<file path="src/rtl/btn_debounce_pulse.sv">
// Conditions five raw buttons: 2-flop sync, debounce FSM, auto-repeat on directions, one-hot pulse arbitration.
// Latency: press pulse and held rise register DEBOUNCE_CYCLES+2 edges after the first edge sampling the new level.
// No backpressure: simultaneous pulses resolve C > U > D > L > R and losing pulses are dropped.
module btn_debounce_pulse #(
    parameter int unsigned DEBOUNCE_CYCLES = 1000000,
    parameter int unsigned REPEAT_DELAY    = 25000000,
    parameter int unsigned REPEAT_PERIOD   = 10000000,
    parameter int unsigned CW              = 32
) (
    input  logic       Clk,
    input  logic       reset,
    input  logic       BtnL_raw,
    input  logic       BtnR_raw,
    input  logic       BtnU_raw,
    input  logic       BtnD_raw,
    input  logic       BtnC_raw,
    output logic       BtnL,
    output logic       BtnR,
    output logic       BtnU,
    output logic       BtnD,
    output logic       BtnC,
    output logic [4:0] held
);

    typedef enum logic [1:0] {IDLE, PRESS_WAIT, HELD, REL_WAIT} state_t;

    localparam logic [CW-1:0] DB  = CW'(DEBOUNCE_CYCLES);
    localparam logic [CW-1:0] RD  = CW'(REPEAT_DELAY);
    localparam logic [CW-1:0] RP  = CW'(REPEAT_PERIOD);
    localparam logic [CW-1:0] ONE = CW'(1);

    logic [4:0] raw;
    logic [4:0] meta;
    logic [4:0] sync;
    logic [4:0] req;
    logic [4:0] grant;

    assign raw = {BtnC_raw, BtnD_raw, BtnU_raw, BtnR_raw, BtnL_raw};

    always_ff @(posedge Clk) begin
        if (reset) begin
            meta <= '0;
            sync <= '0;
        end else begin
            meta <= raw;
            sync <= meta;
        end
    end

    for (genvar i = 0; i < 5; i++) begin : g_btn
        localparam bit REPEATS = (i != 4);

        state_t        state_q;
        logic [CW-1:0] cnt_q;
        logic          rep_q;
        logic          held_q;
        logic [CW-1:0] thr;

        assign thr = rep_q ? RP : RD;

        // Repeats are gated by held_q so a button held through reset stays silent until re-pressed.
        assign req[i] = (state_q == PRESS_WAIT && sync[i] && cnt_q == DB) ||
                        (REPEATS && state_q == HELD && sync[i] && held_q && cnt_q == thr);
        assign held[i] = held_q;

        always_ff @(posedge Clk) begin
            if (reset) begin
                state_q <= REL_WAIT;
                cnt_q   <= '0;
                rep_q   <= 1'b0;
                held_q  <= 1'b0;
            end else begin
                case (state_q)
                    IDLE: begin
                        if (sync[i]) begin
                            state_q <= PRESS_WAIT;
                            cnt_q   <= ONE;
                        end
                    end
                    PRESS_WAIT: begin
                        if (!sync[i]) begin
                            state_q <= IDLE;
                        end else if (cnt_q == DB) begin
                            state_q <= HELD;
                            held_q  <= 1'b1;
                            cnt_q   <= ONE;
                            rep_q   <= 1'b0;
                        end else if (cnt_q < DB) begin
                            cnt_q <= cnt_q + ONE;
                        end
                    end
                    HELD: begin
                        if (!sync[i]) begin
                            state_q <= REL_WAIT;
                            cnt_q   <= ONE;
                        end else if (REPEATS && held_q) begin
                            if (cnt_q == thr) begin
                                cnt_q <= ONE;
                                rep_q <= 1'b1;
                            end else if (cnt_q < thr) begin
                                cnt_q <= cnt_q + ONE;
                            end
                        end
                    end
                    REL_WAIT: begin
                        if (sync[i]) begin
                            state_q <= HELD;
                            cnt_q   <= ONE;
                            rep_q   <= 1'b0;
                        end else if (cnt_q == DB) begin
                            state_q <= IDLE;
                            held_q  <= 1'b0;
                            cnt_q   <= '0;
                        end else if (cnt_q < DB) begin
                            cnt_q <= cnt_q + ONE;
                        end
                    end
                    default: begin
                        state_q <= REL_WAIT;
                        cnt_q   <= '0;
                    end
                endcase
            end
        end
    end

    always_comb begin
        grant = '0;
        if (req[4])      grant[4] = 1'b1;
        else if (req[2]) grant[2] = 1'b1;
        else if (req[3]) grant[3] = 1'b1;
        else if (req[0]) grant[0] = 1'b1;
        else if (req[1]) grant[1] = 1'b1;
    end

    always_ff @(posedge Clk) begin
        if (reset) begin
            {BtnC, BtnD, BtnU, BtnR, BtnL} <= '0;
        end else begin
            {BtnC, BtnD, BtnU, BtnR, BtnL} <= grant;
        end
    end

endmodule

</file>
<file path="config.mk">
export PLATFORM = sky130hd
export DESIGN_NAME = btn_debounce_pulse
export DESIGN_NICKNAME = d
export VERILOG_FILES = /design/src/rtl/btn_debounce_pulse.sv
export SDC_FILE = /design/constraint.sdc
export NUM_CORES = 1
export LEC_CHECK = 0
export CAP_MARGIN = 20
export CORE_ASPECT_RATIO = 1.5
export CORE_UTILIZATION = 41
export CTS_CLUSTER_DIAMETER = 150
export CTS_CLUSTER_SIZE = 10
export DETAILED_ROUTE_END_ITERATION = 10
export PLACE_DENSITY_LB_ADDON = 0.12
export SLEW_MARGIN = 30
export SYNTH_ARGS = -nofsm -noshare
export SYNTH_HDL_FRONTEND = slang
export SYNTH_SLANG_ARGS = --single-unit
export TNS_END_PERCENT = 30
</file>
<file path="constraint.sdc">
create_clock -name Clk -period 4.4 [get_ports Clk]
set_input_delay 0.44 -clock Clk [delete_from_list [all_inputs] [get_ports Clk]]
set_output_delay 0.44 -clock Clk [all_outputs]
set_load 0.02 [all_outputs]
</file>
==> parameters.txt, run 1 <==
Parameter                              Value

Clock network
  Number of sinks driven by the clock tree    between 150 and 200
  CTS HTree Levels    4
  Cell chosen for the clock root    clkbuf_16
  CTS tree    built
  Count of hold-fix buffers inserted at cts    0
  Insertion delay of the later-clocked pin in the worst-skew pair    0.45 ns
  Number of buffers added for setup after CTS    0
  Bufs on Longest Clock Path    2
  Post-cts sizing count    0
  TritonCTS buffer count    17
  Clock-pin slew reported for the worst setup and hold paths after clock tree synthesis    0.07 ns

Timing
  Hold Violations, Final    0
  Transition at the pin with the smallest max-transition slack    roughly 0.94 ns
  Post-route setup TNS    0 ns
  Max-Slew Margin vs Limit    a little under two fifths
  Crit path time final    roughly 3.7 ns
  Worst hold margin    between 0.3 and 0.4 ns
  Finish-stage setup viols    0
  Highest attainable clock frequency    between 200 and 300 MHz
  Clock Skews    0.0108 ns
  Fin crit share    between 80% and 90%
  Setup repair after global routing missed its margin    no
  Max Transition Viols Final    0

Finish
  Number of fill cells    approximately 2,700
  Relative area change from synthesis to final layout    8.87%
  Fraction of layout cells with a size suffix above 1    approximately 7.0%
  Net total in the final layout    1,469
  Final core utilization    45.6%
  Count of antenna diodes in the layout    0

Worst setup path
  Element type at the critical path end    flip-flop
  Register-to-Register Setup Slack    around 0.72 ns
  Arrival time at the worst endpoint    4.07 ns
  Worst Path Max Fanout    22
  Type of origin of the critical path    flip-flop
  Data required time at the worst endpoint    approximately 4.8 ns
  Start-to-end type of the worst setup path    flip-flop to flip-flop
  Worst r2r path cells    9
  Destination of the worst register-to-register timing path    g_btn[1].cnt_q[11]$_SDFFE_PP0P_
  R2r startpoint    g_btn[1].rep_q$_SDFFE_PP0P_

Global routing
  Total global routing track utilization    22.1%
  Via count of the first global-routing pass    ~10,000
  First-pass GRT wire length    just over 50 mm
  Maximum number of pins on one net before global-route repair    68
  Antenna violations before repair    0
  Overflow after GRT    0

Logic synthesis
  Library cells used by synthesis    75
  Library cell with the largest summed area after synthesis    dfxtp_1
  Post-synth design cell area    between 0.01 and 0.015 mm2
  Mean instance size in the synthesized netlist    approximately 8 um2
  Predominant post-synthesis flop cell    dfxtp_1
  FF+latch count, synth    around 190
  Count of yosys warnings during synthesis    0
  Sequential fraction of the synthesis area    between 30% and 40%
  Number of synthesized flops with an enable pin    0
  Post-Synthesis Net Count    ~1,500
  Post-Syn Instances    roughly 1,400
  Area share of the largest cell type after synthesis    approximately a third
  Async SR Flop Fraction    0%
  Top cells by area in the synthesized netlist    dfxtp_1, ha_1, a21oi_1

Run status
  Violations in the final reports    DRC
  Run status    finished, violations left

Worst hold path
  Worst hold path class    input pin to flip-flop
  Worst min-delay path endpoint    meta[2]$_SDFF_PP0_
  Hold Startpoint    reset
  Hold Path Stages    2

Detailed routing
  1st-pass router iterations    10
  Routed vias    roughly 11,000
  Drt wl/cell    roughly 17 um
  Antenna-violating nets left    0
  Number of DRC violations after detailed routing    4
  Total length of routed wires    slightly above 30 mm
  Via density    between 6 and 7
  DRT iter0 DRCs    a little under 500

Floorplan
  Num ports    17
  Rows    74
  Floorplan die height    around 210 um
  Starting density of the core    a little over two fifths
  Total die area    roughly 0.029 mm2
  Width of the die    between 100 and 150 um
  Placeable core region    between 0.02 and 0.03 mm2

Pwr
  Switching portion of total power    24.3%
  Power density over the cells    291 mW/mm2
  Switching power    around 0.9 mW
  Leak pwr    roughly 4.7 nW
  Clock group share of total power    between 40% and 50%
  P_int    ~2.8 mW
  Sequential fraction of design power    approximately half
  Combinational cell fraction of total power    under 10%
  IR Drop Worst-Case VDD    ~280 uV

Placed design
  HPWL after detailed placement    21.8 mm
  Input/output buffers    16
  Global placer's final weighted congestion    about 0.84

Flow run
  Max Cap Viol    0
==> flip-flops by register name, summed over array words and instances, names as in the netlist, named ones only <==
register and flops:
BtnD 1, BtnU 1, meta 5, BtnC 1, sync 5, g_btn.cnt_q 160
g_btn.rep_q 4, BtnL 1, g_btn.state_q 5, BtnR 1, g_btn.held_q 5
==> power by group through the flow <==
stage          sequential (mW)  clock [mW]  combinational [mW]
2_1_floorplan             1.83           0               0.140
3_3_place_gp              1.84           0               0.190
3_5_place_dp              1.84           0               0.191
4_1_cts                   1.80        1.69               0.192
5_1_grt                   1.81        1.74               0.215
6_report                  1.80        1.64               0.191
==> synthesized netlist by cell type (all sizes together), types with 44 or more instances <==
library cell and instances:
a31oi 44, o21ai 83, dfxtp 194, nor2 93
inv 56, clkbuf 66, ha 66, nand2 99
nand4 48, and2 51, a21oi 90, nor3 53
nand3 58
==> critical path, cell delays in order, from the launching register on <==
cell and delay [ns]:
dfxtp_1 0.54, inv_1 0.22, ha_1 0.35, and4_1 0.22, nand4_1 0.14, or4_1 0.67, and2_1 0.24, a211o_1 0.53
or4b_1 0.55, a21oi_1 0.15
==> final cells by class <==
class	instances	area [um2]	share of cell area, %
Multi-Input combinational cell	1085	7020	56.2
Clock inverter	14	178	1.42
Clock buffer	18	429	3.43
Timing Repair Buffer	42	348	2.78
Sequential cell	194	3880	31.1
Inverter	56	210	1.68
Tap cell	342	428	3.42
==> placed cells by master, fill, tap and decap left out, types with 11 or more instances in the layout <==
cell type        netlist  routed
a211oi_1              36      36
a21o_1                17      17
a21oi_1               90      90
a221oi_1              11      11
a311oi_1              12      12
a31o_2                16      16
a31oi_1               44      44
and2_1                49      49
and3_1                36      36
and4_1                17      17
buf_4                  6      25
clkbuf_16              0      17
clkdlybuf4s50_1        0      15
dfxtp_1              194     194
ha_1                  66      66
inv_1                 56      56
nand2_1               98      98
nand3_1               58      58
nand4_1               48      48
nor2_1                93      92
nor2b_1               16      16
nor3_1                53      53
nor4_1                29      29
o211ai_1              13      13
o21ai_0               79      79
or3_1                 21      21
xnor2_1               12      12
==> cell families after synthesis <==
group                    after synthesis  share of synthesized area, %
AO/OA/AOI/OAI                        417                          24.6
XOR/XNOR                              22                          1.68
adder cells (fa/ha/maj)               66                          7.19
buffers and inverters                138                          5.02
flip-flops                           194                          33.8
multiplexers                           3                         0.273
AND/OR/NAND/NOR                      577                          27.4
==> worst max-delay path by stage <==
stage	to	cells after the start	start	slack [ns]
6_report	g_btn[1].cnt_q[11]$_SDFFE_PP0P_	9	g_btn[1].rep_q$_SDFFE_PP0P_	0.72
5_1_grt	g_btn[1].cnt_q[11]$_SDFFE_PP0P_	9	g_btn[1].rep_q$_SDFFE_PP0P_	0.50
3_3_place_gp	g_btn[1].cnt_q[11]$_SDFFE_PP0P_	9	g_btn[1].rep_q$_SDFFE_PP0P_	0.84
4_1_cts	g_btn[0].cnt_q[21]$_SDFFE_PP0P_	9	g_btn[0].rep_q$_SDFFE_PP0P_	0.71
3_5_place_dp	g_btn[0].cnt_q[21]$_SDFFE_PP0P_	9	g_btn[0].rep_q$_SDFFE_PP0P_	0.73
2_1_floorplan	g_btn[1].cnt_q[22]$_SDFFE_PP0P_	11	g_btn[1].rep_q$_SDFFE_PP0P_	1.34
==> per-layer routing <==
layer	GRT usage, %	share of wire [%]	routed length [um]
met1	24.6	43	13100
met3	2.72	2.9	876
met2	41.5	51	15600
met4	11.6	3.3	1020
met5	0	0	0
==> metrics by stage <==
stage	area, um2	setup WS (ns)	power (mW)	cells
6_report	12500	0.717	3.64	1751
5_1_grt	12500	0.503	3.76	1751
4_1_cts	12500	0.711	3.68	1751
3_5_place_dp	11900	0.732	2.03	1719
3_3_place_gp	11900	0.844	2.03	1717
2_1_floorplan	11500	1.34	1.97	1417
(Power assumes the default switching activity.)
==> inputs of run 2 (changes only) <==
- clock period: 4.4 -> 3.7 ns (I/O delays scaled with it)
==> run 2 against run 1 <==
  * The flow still finishes with violations (DRC)
  * Power rose by 16%
  * Final area increased by 0.65%
  * Sequential cell count unchanged
==> parameters.txt, run 2 (same netlist as run 1, synthesis figures left out) <==
Parameter                              Value

Detailed routing
  1st-pass router iterations    8 (was 10)
  Via density    6.01 (was 6.07)
  Number of DRC violations after detailed routing    4 (unchanged)
  Antenna-violating nets left    0 (unchanged)
  Total length of routed wires    30.3 mm (was 30.6 mm)
  Drt wl/cell    17.2 um (was 17.5 um)
  Routed vias    10,600 (about the same)
  DRT iter0 DRCs    450 (was 490)

Placed design
  HPWL after detailed placement    21.6 mm (was 21.8 mm)
  Input/output buffers    16 (unchanged)
  Global placer's final weighted congestion    0.860 (was 0.844)

Clock network
  Bufs on Longest Clock Path    2 (unchanged)
  Post-cts sizing count    0 (unchanged)
  TritonCTS buffer count    17 (unchanged)
  Number of sinks driven by the clock tree    194 (unchanged)
  Count of hold-fix buffers inserted at cts    0 (unchanged)
  Insertion delay of the later-clocked pin in the worst-skew pair    0.45 ns (about the same)
  Number of buffers added for setup after CTS    0 (unchanged)
  Clock-pin slew reported for the worst setup and hold paths after clock tree synthesis    0.08 ns (was 0.07 ns)
  CTS HTree Levels    4 (unchanged)
  Cell chosen for the clock root    clkbuf_16 (unchanged)
  CTS tree    built (unchanged)

Finish
  Net total in the final layout    1,483 (was 1,469)
  Most frequent cells in the layout    dfxtp_1, nand2_1, nor2_1, a21oi_1, o21ai_0 (unchanged)
  Final core utilization    45.9% (was 45.6%)
  Area occupied by registers    0.00388 mm2 (unchanged)
  Count of antenna diodes in the layout    0 (unchanged)
  Total area of multi-input combinational cells    0.00703 mm2 (was 0.00702 mm2)
  Largest register by flop count    g_btn.cnt_q (unchanged)
  Number of fill cells    2,720 (was 2,711)
  Relative area change from synthesis to final layout    9.58% (was 8.87%)
  Commonest non-fill, non-tap cell in the layout    dfxtp_1 (unchanged)
  Max FFs per register    160 (unchanged)
  Fraction of layout cells with a size suffix above 1    8.01% (was 7.03%)

Pwr
  P_int    3.15 mW (was 2.75 mW)
  Post-layout power    4.22 mW (was 3.64 mW)
  Switching portion of total power    25.5% (was 24.3%)
  Clock group share of total power    43.9% (was 45.2%)
  IR Drop Worst-Case VDD    325 uV (was 278 uV)
  Power density over the cells    336 mW/mm2 (was 291 mW/mm2)
  Sequential fraction of design power    50.7% (was 49.6%)
  Combinational cell fraction of total power    5.4% (was 5.2%)
  Switching power    1.08 mW (was 0.885 mW)
  Leak pwr    4.76 nW (was 4.71 nW)

Worst hold path
  Hold Startpoint    reset (unchanged)
  Worst min-delay path endpoint    meta[0]$_SDFF_PP0_ (was meta[2]$_SDFF_PP0_)
  Worst hold path class    input pin to flip-flop (unchanged)
  Hold Path Stages    2 (unchanged)

Worst setup path
  Destination of the worst register-to-register timing path    g_btn[1].cnt_q[10]$_SDFFE_PP0P_ (was g_btn[1].cnt_q[11]$_SDFFE_PP0P_)
  Arrival time at the worst endpoint    3.69 ns (was 4.07 ns)
  Start-to-end type of the worst setup path    flip-flop to flip-flop (unchanged)
  R2r startpoint    g_btn[1].rep_q$_SDFFE_PP0P_ (unchanged)
  Type of origin of the critical path    flip-flop (unchanged)
  Data required time at the worst endpoint    4.08 ns (was 4.78 ns)
  Worst Path Max Fanout    13 (was 22)
  Element type at the critical path end    flip-flop (unchanged)
  Worst r2r path cells    10 (was 9)
  Register-to-Register Setup Slack    0.39 ns (was 0.72 ns)

Timing
  Transition at the pin with the smallest max-transition slack    0.793 ns (was 0.938 ns)
  Fin crit share    89.5% (was 83.7%)
  Hold Violations, Final    0 (unchanged)
  Max Transition Viols Final    0 (unchanged)
  Max-Slew Margin vs Limit    46.7% (was 37.5%)
  Setup repair after global routing missed its margin    no (unchanged)
  Clock Skews    0.00981 ns (was 0.0108 ns)
  Post-route setup TNS    0 ns (unchanged)
  Crit path time final    3.31 ns (was 3.68 ns)
  Highest attainable clock frequency    302 MHz (was 272 MHz)
  Finish-stage setup viols    0 (unchanged)

Global routing
  Overflow after GRT    0 (unchanged)
  Maximum number of pins on one net before global-route repair    65 (was 68)
  Total global routing track utilization    21.9% (was 22.1%)
  Via count of the first global-routing pass    10,400 (was 10,300)
  Antenna violations before repair    0 (unchanged)
  First-pass GRT wire length    51.2 mm (was 51.6 mm)

Floorplan
  Width of the die    139 um (unchanged)
  Num ports    17 (unchanged)
  Floorplan die height    207 um (unchanged)
  Starting density of the core    41.9% (unchanged)
  Rows    74 (unchanged)
  Placeable core region    0.0274 mm2 (unchanged)
  Total die area    0.0287 mm2 (unchanged)

Flow run
  Max Cap Viol    0 (unchanged)

Run status
  Violations in the final reports    DRC (unchanged)
  Run status    finished, violations left (unchanged)
## run 2: cell types whose count changed in the layout (fill, tap and decap cells not counted), sizes merged
cell,delta
bufinv,-2
clkinvlp,+1
buf,+14
inv,+5
clkinv,-4
## run 2: per-layer routing
metal | global-route usage, % | wire [um]
met3 | 2.91 | 816
met2 | 40.4 | 15300
met1 | 25.2 | 13400
met5 | 0 | 0
met4 | 10.2 | 804
## run 2: critical path, cell delays in order (launching register included)
cell,delay (ns)
dfxtp_1,0.33
inv_1,0.13
ha_1,0.32
and4_1,0.22
nand4_1,0.15
or4_1,0.65
and2_1,0.24
a211o_1,0.45
buf_4,0.26
or3_1,0.34
a21oi_1,0.14
## run 2: worst max-delay path by stage
stage,depth (start not counted),endpoint,from,slack [ns]
2_1_floorplan,11,g_btn[1].cnt_q[22]$_SDFFE_PP0P_,g_btn[1].rep_q$_SDFFE_PP0P_,0.64
3_3_place_gp,10,g_btn[2].cnt_q[3]$_SDFFE_PP0P_,g_btn[2].cnt_q[0]$_SDFFE_PP0P_,0.44
3_5_place_dp,10,g_btn[2].cnt_q[3]$_SDFFE_PP0P_,g_btn[2].cnt_q[0]$_SDFFE_PP0P_,0.41
4_1_cts,9,g_btn[1].cnt_q[5]$_SDFFE_PP0P_,g_btn[1].rep_q$_SDFFE_PP0P_,0.39
5_1_grt,11,g_btn[3].cnt_q[15]$_SDFFE_PP0P_,g_btn[3].rep_q$_SDFFE_PP0P_,0.14
6_report,10,g_btn[1].cnt_q[10]$_SDFFE_PP0P_,g_btn[1].rep_q$_SDFFE_PP0P_,0.39
## run 2: cell type report
class	instances	share of cell area [%]
multi-input combinational	1085	55.9
tap	342	3.40
inverter	56	1.67
clock inverter	14	1.12
sequential	194	30.9
clock buffer	18	3.41
timing repair buffer	56	3.64
## run 2: metrics by stage
stage                     setup slack (ns)  cells  cell area [um2]  hold slack [ns]
final                                0.390   1765            12600            0.307
after CTS                            0.385   1765            12600            0.285
after detailed placement             0.408   1733            12000            0.421
after global routing                 0.136   1765            12600            0.300
after global placement               0.444   1733            12000            0.418
after floorplan                      0.639   1417            11500            0.414
## run 2: power by group through the flow
stage	Sequential, mW	Clock (mW)	Combinational [mW]
3_5_place_dp	2.19	0	0.232
2_1_floorplan	2.18	0	0.167
6_report	2.14	1.85	0.230
4_1_cts	2.14	1.91	0.232
5_1_grt	2.15	1.98	0.260
3_3_place_gp	2.19	0	0.230
